## config.mk

```make
export PLATFORM = sky130hd
export DESIGN_NAME = clk_freq_meter
export DESIGN_NICKNAME = d
export VERILOG_FILES = /design/src/rtl/clk_freq_meter_pkg.sv /design/src/rtl/clk_freq_meter_sync_edge_detect.sv /design/src/rtl/clk_freq_meter.sv
export SDC_FILE = /design/constraint.sdc
export NUM_CORES = 1
export LEC_CHECK = 0
export CAP_MARGIN = 10
export CELL_PAD_IN_SITES_DETAIL_PLACEMENT = 0
export CELL_PAD_IN_SITES_GLOBAL_PLACEMENT = 1
export CORE_MARGIN = 3
export CORE_UTILIZATION = 49
export DETAILED_ROUTE_END_ITERATION = 12
export GPL_ROUTABILITY_DRIVEN = 0
export HOLD_SLACK_MARGIN = 0.02
export PLACE_DENSITY_LB_ADDON = 0.1
export REMOVE_ABC_BUFFERS = 1
export SLEW_MARGIN = 10
export SYNTH_ARGS = -nofsm -noshare
export SYNTH_HDL_FRONTEND = slang
export SYNTH_SLANG_ARGS = --single-unit
```

## constraint.sdc

```tcl
create_clock -name CLK_i -period 7.8 [get_ports CLK_i]
set_clock_uncertainty 0.15 [all_clocks]
set_input_delay 2.34 -clock CLK_i [delete_from_list [all_inputs] [get_ports CLK_i]]
set_output_delay 2.34 -clock CLK_i [all_outputs]
set_load 0.02 [all_outputs]
```

## src/rtl/clk_freq_meter_pkg.sv

```systemverilog
// Shared types and helpers for the clock frequency meter.
package clk_freq_meter_pkg;

    typedef enum logic [1:0] {
        ST_IDLE = 2'd0,
        ST_SYNC = 2'd1,
        ST_GATE = 2'd2,
        ST_DONE = 2'd3
    } state_t;

    function automatic int unsigned gate_cnt_width(input int unsigned cycles);
        return (cycles > 2) ? $clog2(cycles) : 1;
    endfunction

endpackage

```

## src/rtl/clk_freq_meter_sync_edge_detect.sv

```systemverilog
// Synchroniser for the asynchronous measured signal plus a registered rising-edge pulse.
module sync_edge_detect #(
    parameter int unsigned SYNC_STAGES = 2
) (
    input  logic clk,
    input  logic rst_n,
    input  logic din,
    output logic edge_p
);

    logic [SYNC_STAGES-1:0] sync_q;
    logic                   prev_q;

    // Registered pulse gives a fixed SYNC_STAGES+1 cycle latency from din.
    always_ff @(posedge clk or negedge rst_n) begin
        if (!rst_n) begin
            sync_q <= '0;
            prev_q <= 1'b0;
            edge_p <= 1'b0;
        end else begin
            sync_q <= {sync_q[SYNC_STAGES-2:0], din};
            prev_q <= sync_q[SYNC_STAGES-1];
            edge_p <= sync_q[SYNC_STAGES-1] & ~prev_q;
        end
    end

endmodule

```

## src/rtl/clk_freq_meter.sv

```systemverilog
// Gated edge counter: counts meas_i rising edges over GATE_CYCLES reference cycles.
module clk_freq_meter
    import clk_freq_meter_pkg::*;
#(
    parameter int unsigned GATE_CYCLES = 12_000_000,
    parameter int unsigned CNT_W       = 24,
    parameter int unsigned SYNC_STAGES = 2
) (
    input  logic             CLK_i,
    input  logic             RST_N_i,
    input  logic             en_i,
    input  logic             cont_i,
    input  logic             start_i,
    input  logic             meas_i,
    output logic [CNT_W-1:0] count_o,
    output logic             valid_o,
    output logic             busy_o,
    output logic             ovf_o,
    output logic             alive_o
);

    localparam int unsigned     GW        = gate_cnt_width(GATE_CYCLES);
    localparam logic [GW-1:0]   GATE_LAST = GW'(GATE_CYCLES - 1);

    state_t           state, state_nxt;
    logic             edge_p;
    logic [GW-1:0]    gate_cnt;
    logic [CNT_W-1:0] edge_cnt, edge_inc;
    logic             ovf_win, ovf_inc;
    logic             gate_last;

    sync_edge_detect #(.SYNC_STAGES(SYNC_STAGES)) u_sync (
        .clk    (CLK_i),
        .rst_n  (RST_N_i),
        .din    (meas_i),
        .edge_p (edge_p)
    );

    always_comb begin
        gate_last = (gate_cnt == GATE_LAST);
        edge_inc  = edge_cnt;
        ovf_inc   = ovf_win;
        if (edge_p) begin
            if (&edge_cnt) ovf_inc  = 1'b1;
            else           edge_inc = edge_cnt + 1'b1;
        end

        state_nxt = state;
        case (state)
            ST_IDLE: if (en_i && (start_i || cont_i)) state_nxt = ST_SYNC;
            ST_SYNC: begin
                if (!en_i)          state_nxt = ST_IDLE;
                else if (edge_p)    state_nxt = ST_GATE;
                else if (gate_last) state_nxt = ST_DONE;
            end
            ST_GATE: begin
                if (!en_i)          state_nxt = ST_IDLE;
                else if (gate_last) state_nxt = ST_DONE;
            end
            ST_DONE: state_nxt = (en_i && cont_i) ? ST_GATE : ST_IDLE;
            default: state_nxt = ST_IDLE;
        endcase

        busy_o = (state == ST_SYNC) || (state == ST_GATE);
    end

    always_ff @(posedge CLK_i or negedge RST_N_i) begin
        if (!RST_N_i) state <= ST_IDLE;
        else          state <= state_nxt;
    end

    always_ff @(posedge CLK_i or negedge RST_N_i) begin
        if (!RST_N_i) begin
            gate_cnt <= '0;
            edge_cnt <= '0;
            ovf_win  <= 1'b0;
            count_o  <= '0;
            valid_o  <= 1'b0;
            ovf_o    <= 1'b0;
            alive_o  <= 1'b0;
        end else begin
            valid_o <= 1'b0;
            case (state)
                ST_IDLE: gate_cnt <= '0;
                ST_SYNC: if (en_i) begin
                    if (edge_p) begin
                        gate_cnt <= '0;
                        edge_cnt <= '0;
                        ovf_win  <= 1'b0;
                    end else if (gate_last) begin
                        gate_cnt <= '0;
                        count_o  <= '0;
                        ovf_o    <= 1'b0;
                        alive_o  <= 1'b0;
                        valid_o  <= 1'b1;
                    end else begin
                        gate_cnt <= gate_cnt + 1'b1;
                    end
                end
                ST_GATE: if (en_i) begin
                    edge_cnt <= edge_inc;
                    ovf_win  <= ovf_inc;
                    if (gate_last) begin
                        gate_cnt <= '0;
                        count_o  <= edge_inc;
                        ovf_o    <= ovf_inc;
                        alive_o  <= (edge_inc != '0);
                        valid_o  <= 1'b1;
                    end else begin
                        gate_cnt <= gate_cnt + 1'b1;
                    end
                end
                // DONE is cycle 0 of a back-to-back window, so the gate counter
                // resumes at 1 and an edge seen here is already counted.
                ST_DONE: begin
                    gate_cnt <= GW'(1);
                    edge_cnt <= CNT_W'(edge_p);
                    ovf_win  <= 1'b0;
                end
                default: gate_cnt <= '0;
            endcase
        end
    end

endmodule
```

==> flow_summary.json, run 1 <==
{
  "port_buffers": 33,
  "die_area_um2": 11100,
  "min_period_ns": 4.54,
  "rsz0062_at_grt": "false",
  "track_usage": 0.192,
  "hp-class": "reg -> reg",
  "finalHoldViolations": 0,
  "syn_area_per_cell_um2": 8.90,
  "critPathRequiredTime_ns": 7.92,
  "ys_seq_area_frac": 0.426,
  "wl_per_cell_um": 15.1,
  "cp_num_cells": 7,
  "synth_adder_area_share": 0.0182,
  "critPathKind": "in -> reg",
  "cp_slowest_cell": "clkdlybuf4s50_1",
  "numCtsBuffers": 9,
  "clockBufferDepth": 2,
  "peakVddDrop_mv": 0.133,
  "startpoint_type": "input port",
  "mostFrequentLayoutCell": "nand2_1",
  "antenna_found_initial": 0,
  "cellLeakagePower_nw": 2.32,
  "rows": 35,
  "grt_max_degree": 55,
  "cts_resized": 0,
  "clk_latency_ns": 0.35,
  "r2r_setup_slack_ns": 4.45,
  "cts_sinks": 82,
  "hold_buffers": 0,
  "final_cell_mix": "nand2_1, dfrtp_1, o21ai_0",
  "crit_family": "simple AND/OR/NAND/NOR gates",
  "syn_area_um2": 4820,
  "dp_hpwl_um": 7130,
  "drtIter0Drc": 146,
  "initial_core_util": 0.512,
  "final-max-slew-violation-count": 0,
  "nets": 566,
  "avgViaCountPerCell": 5.61,
  "worstMarginPinSlew_ns": 1.04,
  "setup_violations": 0,
  "cts_setup_buffers": 0,
  "synthSimpleGateAreaFrac": 0.254,
  "synth_compound_area_frac": 0.174,
  "ant_nets": 0,
  "yosysWarnings": 0,
  "fin_crit_sh": 0.582,
  "cts-htree-levels": 3,
  "cap_violations": 0,
  "synth_cells": 542,
  "multi_input_area_um2": 2560,
  "synth_cell_types": 72,
  "slew_headroom": 0.308,
  "drive_gt1_frac": 0.102,
  "tritoncts": "built",
  "synth_flop_cell": "dfrtp_1",
  "synthMuxAreaShare": 0.0278,
  "clock.fmax_ghz": 0.220,
  "status": "finished, final reports clean",
  "max_stage_delay_ns": 0.62,
  "endpoint_kind": "flip-flop",
  "synth_top_family_by_area": "simple AND/OR/NAND/NOR gates",
  "yosys_register_bits": 82,
  "clockRootBuffer": "clkbuf_8",
  "syn_to_final_growth_pct": 12.3,
  "grt_pass1_vias": 3641,
  "setup_tns_ns": 0,
  "hold_depth": 0,
  "critPathMaxFanout": 8,
  "seq_area_um2": 2050,
  "antenna_cells": 0,
  "finish.utilization": 0.575,
  "critPathBufInv": 1,
  "synth_edf_count": 0,
  "async_flop_share": 1.00,
  "fp.dieW_um": 105,
  "grt.overflow.total": 0,
  "synth-xor-area-share": 0.0563,
  "crit_arrival_ns": 4.66,
  "remaining_drc_errors": 0,
  "cellPowerDensity_nw_per_um2": 190,
  "core_um2": 9420,
  "grt_pass1_wl_um": 17700,
  "firstDrtPassIters": 4,
  "vias": 3856,
  "clk_transition_reported_paths_ns": 0.09,
  "r2r_cells": 7,
  "nFillCells": 905,
  "crit_chain": "clkdlybuf4s50_1 > or2_1 > and3_1 > and4_1 > nand3_1 > or3_1 > a21oi_1",
  "io_pins": 34,
  "totalWireLength_um": 10300,
  "die_y_um": 105
}
==> sequential cells by signal (all words and copies together) (netlist names) <==
| name | count |
|---|---|
| gate_cnt | 24 |
| state | 2 |
| u_sync.prev_q | 1 |
| valid_o | 1 |
| ovf_o | 1 |
| count_o | 24 |
| u_sync.sync_q | 2 |
| ovf_win | 1 |
| edge_cnt | 24 |
| u_sync.edge_p | 1 |
| alive_o | 1 |
==> stage by stage <==
stage               area, um2  instances  hold WS, ns  setup WS (ns)  power, mW
finish                   5420        687        0.213           3.26       1.03
global route             5420        687        0.235           3.11       1.09
CTS                      5420        687        0.219           3.31       1.04
detailed placement       5160        671        0.188           2.93      0.658
global placement         5160        671        0.197           2.97      0.656
floorplan                4650        506        0.181           3.70      0.583
==> layout make-up <==
cell class | count | area share
Tap cell | 129 | 0.0298
Sequential cell | 82 | 0.379
Inverter | 10 | 0.00693
Multi-Input combinational cell | 414 | 0.473
Timing Repair Buffer | 36 | 0.0647
Clock buffer | 10 | 0.0254
Clock inverter | 6 | 0.0208
==> final timing paths <==
path | to | startpoint
worst min register to register | u_sync.sync_q[1] | u_sync.sync_q[0]
max in group asynchronous | edge_cnt[5] | RST_N_i
worst max-delay path | gate_cnt[20] | en_i
worst min-delay path | u_sync.sync_q[1] | u_sync.sync_q[0]
worst max register to register | alive_o | state[0]
min in group asynchronous | gate_cnt[19] | RST_N_i
==> cell usage after synthesis (all sizes together), types with 2 or more instances <==
| master | count | area share |
|---|---|---|
| xor2 | 18 | 0.033 |
| nand4 | 8 | 0.013 |
| nand3b | 2 | 0.0031 |
| o22a | 4 | 0.0073 |
| and3 | 15 | 0.020 |
| a21o | 5 | 0.0078 |
| nand2 | 90 | 0.071 |
| o31ai | 5 | 0.0078 |
| nor4 | 5 | 0.011 |
| nor3b | 2 | 0.0031 |
| nand2b | 2 | 0.0026 |
| o31a | 2 | 0.0036 |
| buf | 21 | 0.025 |
| clkbuf | 15 | 0.012 |
| nand3 | 31 | 0.035 |
| mux2 | 11 | 0.026 |
| inv | 9 | 0.0070 |
| a22o | 14 | 0.025 |
| and4 | 5 | 0.0096 |
| or2 | 5 | 0.0065 |
| nor2b | 3 | 0.0039 |
| o22ai | 3 | 0.0039 |
| ha | 7 | 0.018 |
| o21ai | 56 | 0.058 |
| a21oi | 17 | 0.018 |
| and2 | 3 | 0.0044 |
| nor3 | 15 | 0.020 |
| a41oi | 2 | 0.0036 |
| a31oi | 4 | 0.0052 |
| a211oi | 4 | 0.011 |
| xnor2 | 13 | 0.024 |
| dfrtp | 82 | 0.43 |
| or3 | 5 | 0.0078 |
| nor2 | 39 | 0.031 |
==> power by group <==
group	switching (mW)	total (mW)	leakage, nW	internal, mW
Combinational	0.146	0.206	1.06	0.0604
Sequential	0.00978	0.442	1.13	0.433
Clock	0.160	0.383	0.127	0.223
Total	0.315	1.03	2.32	0.716
==> routing by layer <==
layer / share of wire / track usage
met5: 0 / 0
met4: 0.0079 / 0.0572
met3: 0.025 / 0.0235
met2: 0.43 / 0.286
met1: 0.53 / 0.291
==> cells by family (layout without fill, tap and decap cells) <==
family | Yosys count | after routing
AOI/OAI and AO/OA | 128 | 128
xor gates and xnor gates | 31 | 31
adders and majority gates | 7 | 7
buffers and inverters | 46 | 62
DFF | 82 | 82
muxes | 12 | 12
and+or+nand+nor | 236 | 236
(Power assumes the default switching activity.)
==> run 2, diff against run 1 <==
Settings changed: CORE_UTILIZATION 49 to 46.
Clock period 7.8 ns to 4.5 ns, I/O delays scaled along.
==> run 2 against run 1 <==
  * Flip-flop and latch count unchanged
  * Clock-buffer cell count unchanged
  * Die area increased by 6.1%
  * Final area increased by 0.46%
  * Clock power grew 72%
  * Register-to-register slack worse by 3.0 ns
  * Critical endpoint is now gate_cnt[18]
  * Largest cell class unchanged
==> flow_summary.json, run 2 (synthesis gave the netlist of run 1 again) <==
{
  "rows": 36,
  "final_cell_mix": "nand2_1, dfrtp_1, o21ai_0",
  "dp_slack_ns": 0.544,
  "met1Wirelength_um": 5520,
  "clock.fmax_ghz": 0.278,
  "crit_arrival_ns": 3.70,
  "cellLeakagePower_nw": 2.33,
  "clockBufferDepth": 2,
  "mostFrequentLayoutCell": "nand2_1",
  "clk_transition_reported_paths_ns": 0.09,
  "fp.dieW_um": 108,
  "slew_headroom": 0.301,
  "grt_pass1_vias": 3610,
  "tritoncts": "built",
  "cp_num_cells": 7,
  "cp_slowest_cell": "clkdlybuf4s50_1",
  "status": "finished, final reports clean",
  "firstDrtPassIters": 5,
  "worstMarginPinSlew_ns": 1.05,
  "startpoint_type": "input port",
  "drtIter0Drc": 209,
  "syn_to_final_growth_pct": 12.8,
  "final-max-slew-violation-count": 0,
  "hp-class": "reg -> reg",
  "grt_max_degree": 83,
  "nFillCells": 960,
  "dr_wl_met3_um": 337,
  "design_area_um2": 5440,
  "setup_tns_ns": 0,
  "cts-htree-levels": 3,
  "numCtsBuffers": 9,
  "dp_hpwl_um": 7100,
  "cellPowerDensity_nw_per_um2": 330,
  "vias": 3830,
  "die_y_um": 108,
  "drive_gt1_frac": 0.104,
  "finalHoldViolations": 0,
  "r2r_cells": 9,
  "ant_nets": 0,
  "cts_sinks": 82,
  "setup_ws_ns": 0.909,
  "peakVddDrop_mv": 0.199,
  "hold_slack_ns": 0.216,
  "layoutNonFillerInstCount": 692,
  "wl_per_cell_um": 14.9,
  "io_pins": 34,
  "clockRootBuffer": "clkbuf_8",
  "routed.top_layer": "met4",
  "route.met2.wl_um": 4410,
  "port_buffers": 33,
  "critPathBufInv": 1,
  "finish.utilization": 0.544,
  "totalWireLength_um": 10300,
  "critPathKind": "in -> reg",
  "cts_resized": 0,
  "grt.overflow.total": 0,
  "core_um2": 10000,
  "initial_core_util": 0.482,
  "antenna_found_initial": 0,
  "fin_crit_sh": 0.798,
  "dp.cells": 676,
  "critPathMaxFanout": 8,
  "antenna_cells": 0,
  "crit_family": "simple AND/OR/NAND/NOR gates",
  "grt_pass1_wl_um": 17900,
  "critPathRequiredTime_ns": 4.61,
  "placed_area_um2": 5190,
  "total_power_mw": 1.80,
  "min_period_ns": 3.59,
  "setup_violations": 0,
  "remaining_drc_errors": 0,
  "hold_depth": 0,
  "track_usage": 0.190,
  "die_area_um2": 11700,
  "endpoint_kind": "flip-flop",
  "cts_setup_buffers": 0,
  "crit_chain": "clkdlybuf4s50_1 > or2_1 > and3_1 > and4_1 > nand3_1 > or3_1 > a21oi_1",
  "nets": 567,
  "max_stage_delay_ns": 0.62,
  "avgViaCountPerCell": 5.53,
  "hold_buffers": 0,
  "rsz0062_at_grt": "false",
  "reg.largest.list": "count_o x24, edge_cnt x24, gate_cnt x24",
  "cap_violations": 0,
  "clk_latency_ns": 0.35
}
==> run 2: layer usage <==
layer / track usage / vias to the layer above
li1: - / 1942
met1: 0.292 / 1823
met2: 0.279 / 59
met3: 0.0346 / 6
met4: 0.0370 / 0
met5: 0 / -
==> run 2: worst paths after layout <==
path                             startpoint               end  slack [ns]
max                                    en_i      gate_cnt[18]        0.91
min                        u_sync.sync_q[0]  u_sync.sync_q[1]        0.22
max reg2reg                     edge_cnt[0]           alive_o        1.48
min reg2reg                u_sync.sync_q[0]  u_sync.sync_q[1]        0.22
max in group asynchronous           RST_N_i        count_o[1]        2.47
min in group asynchronous           RST_N_i          state[1]        0.99
==> run 2: worst reg2reg max path, cell delays in order, from the launching register on <==
cell and delay [ns]:
dfrtp_1 0.44, ha_1 0.27, and4_1 0.27, nand2_1 0.16, a211oi_4 0.33, mux2_2 0.37, o21ai_0 0.37, o31ai_1 0.18
nor4_2 0.27, a21oi_1 0.09
==> run 2: final cells by class <==
class                           instances  area (um2)  share of cell area
Clock buffer                           10         138              0.0253
Clock inverter                          6         113              0.0207
Multi-Input combinational cell        414        2560               0.471
Timing Repair Buffer                   37         370              0.0681
Sequential cell                        82        2050               0.377
Inverter                               10        37.5             0.00690
Tap cell                              133         166              0.0306
==> run 2: power by group <==
| part | internal (mW) | switching (mW) | total (mW) | leakage [nW] |
|---|---|---|---|---|
| Combinational | 0.117 | 0.255 | 0.371 | 1.07 |
| Clock | 0.386 | 0.273 | 0.659 | 0.127 |
| Sequential | 0.750 | 0.0167 | 0.767 | 1.13 |
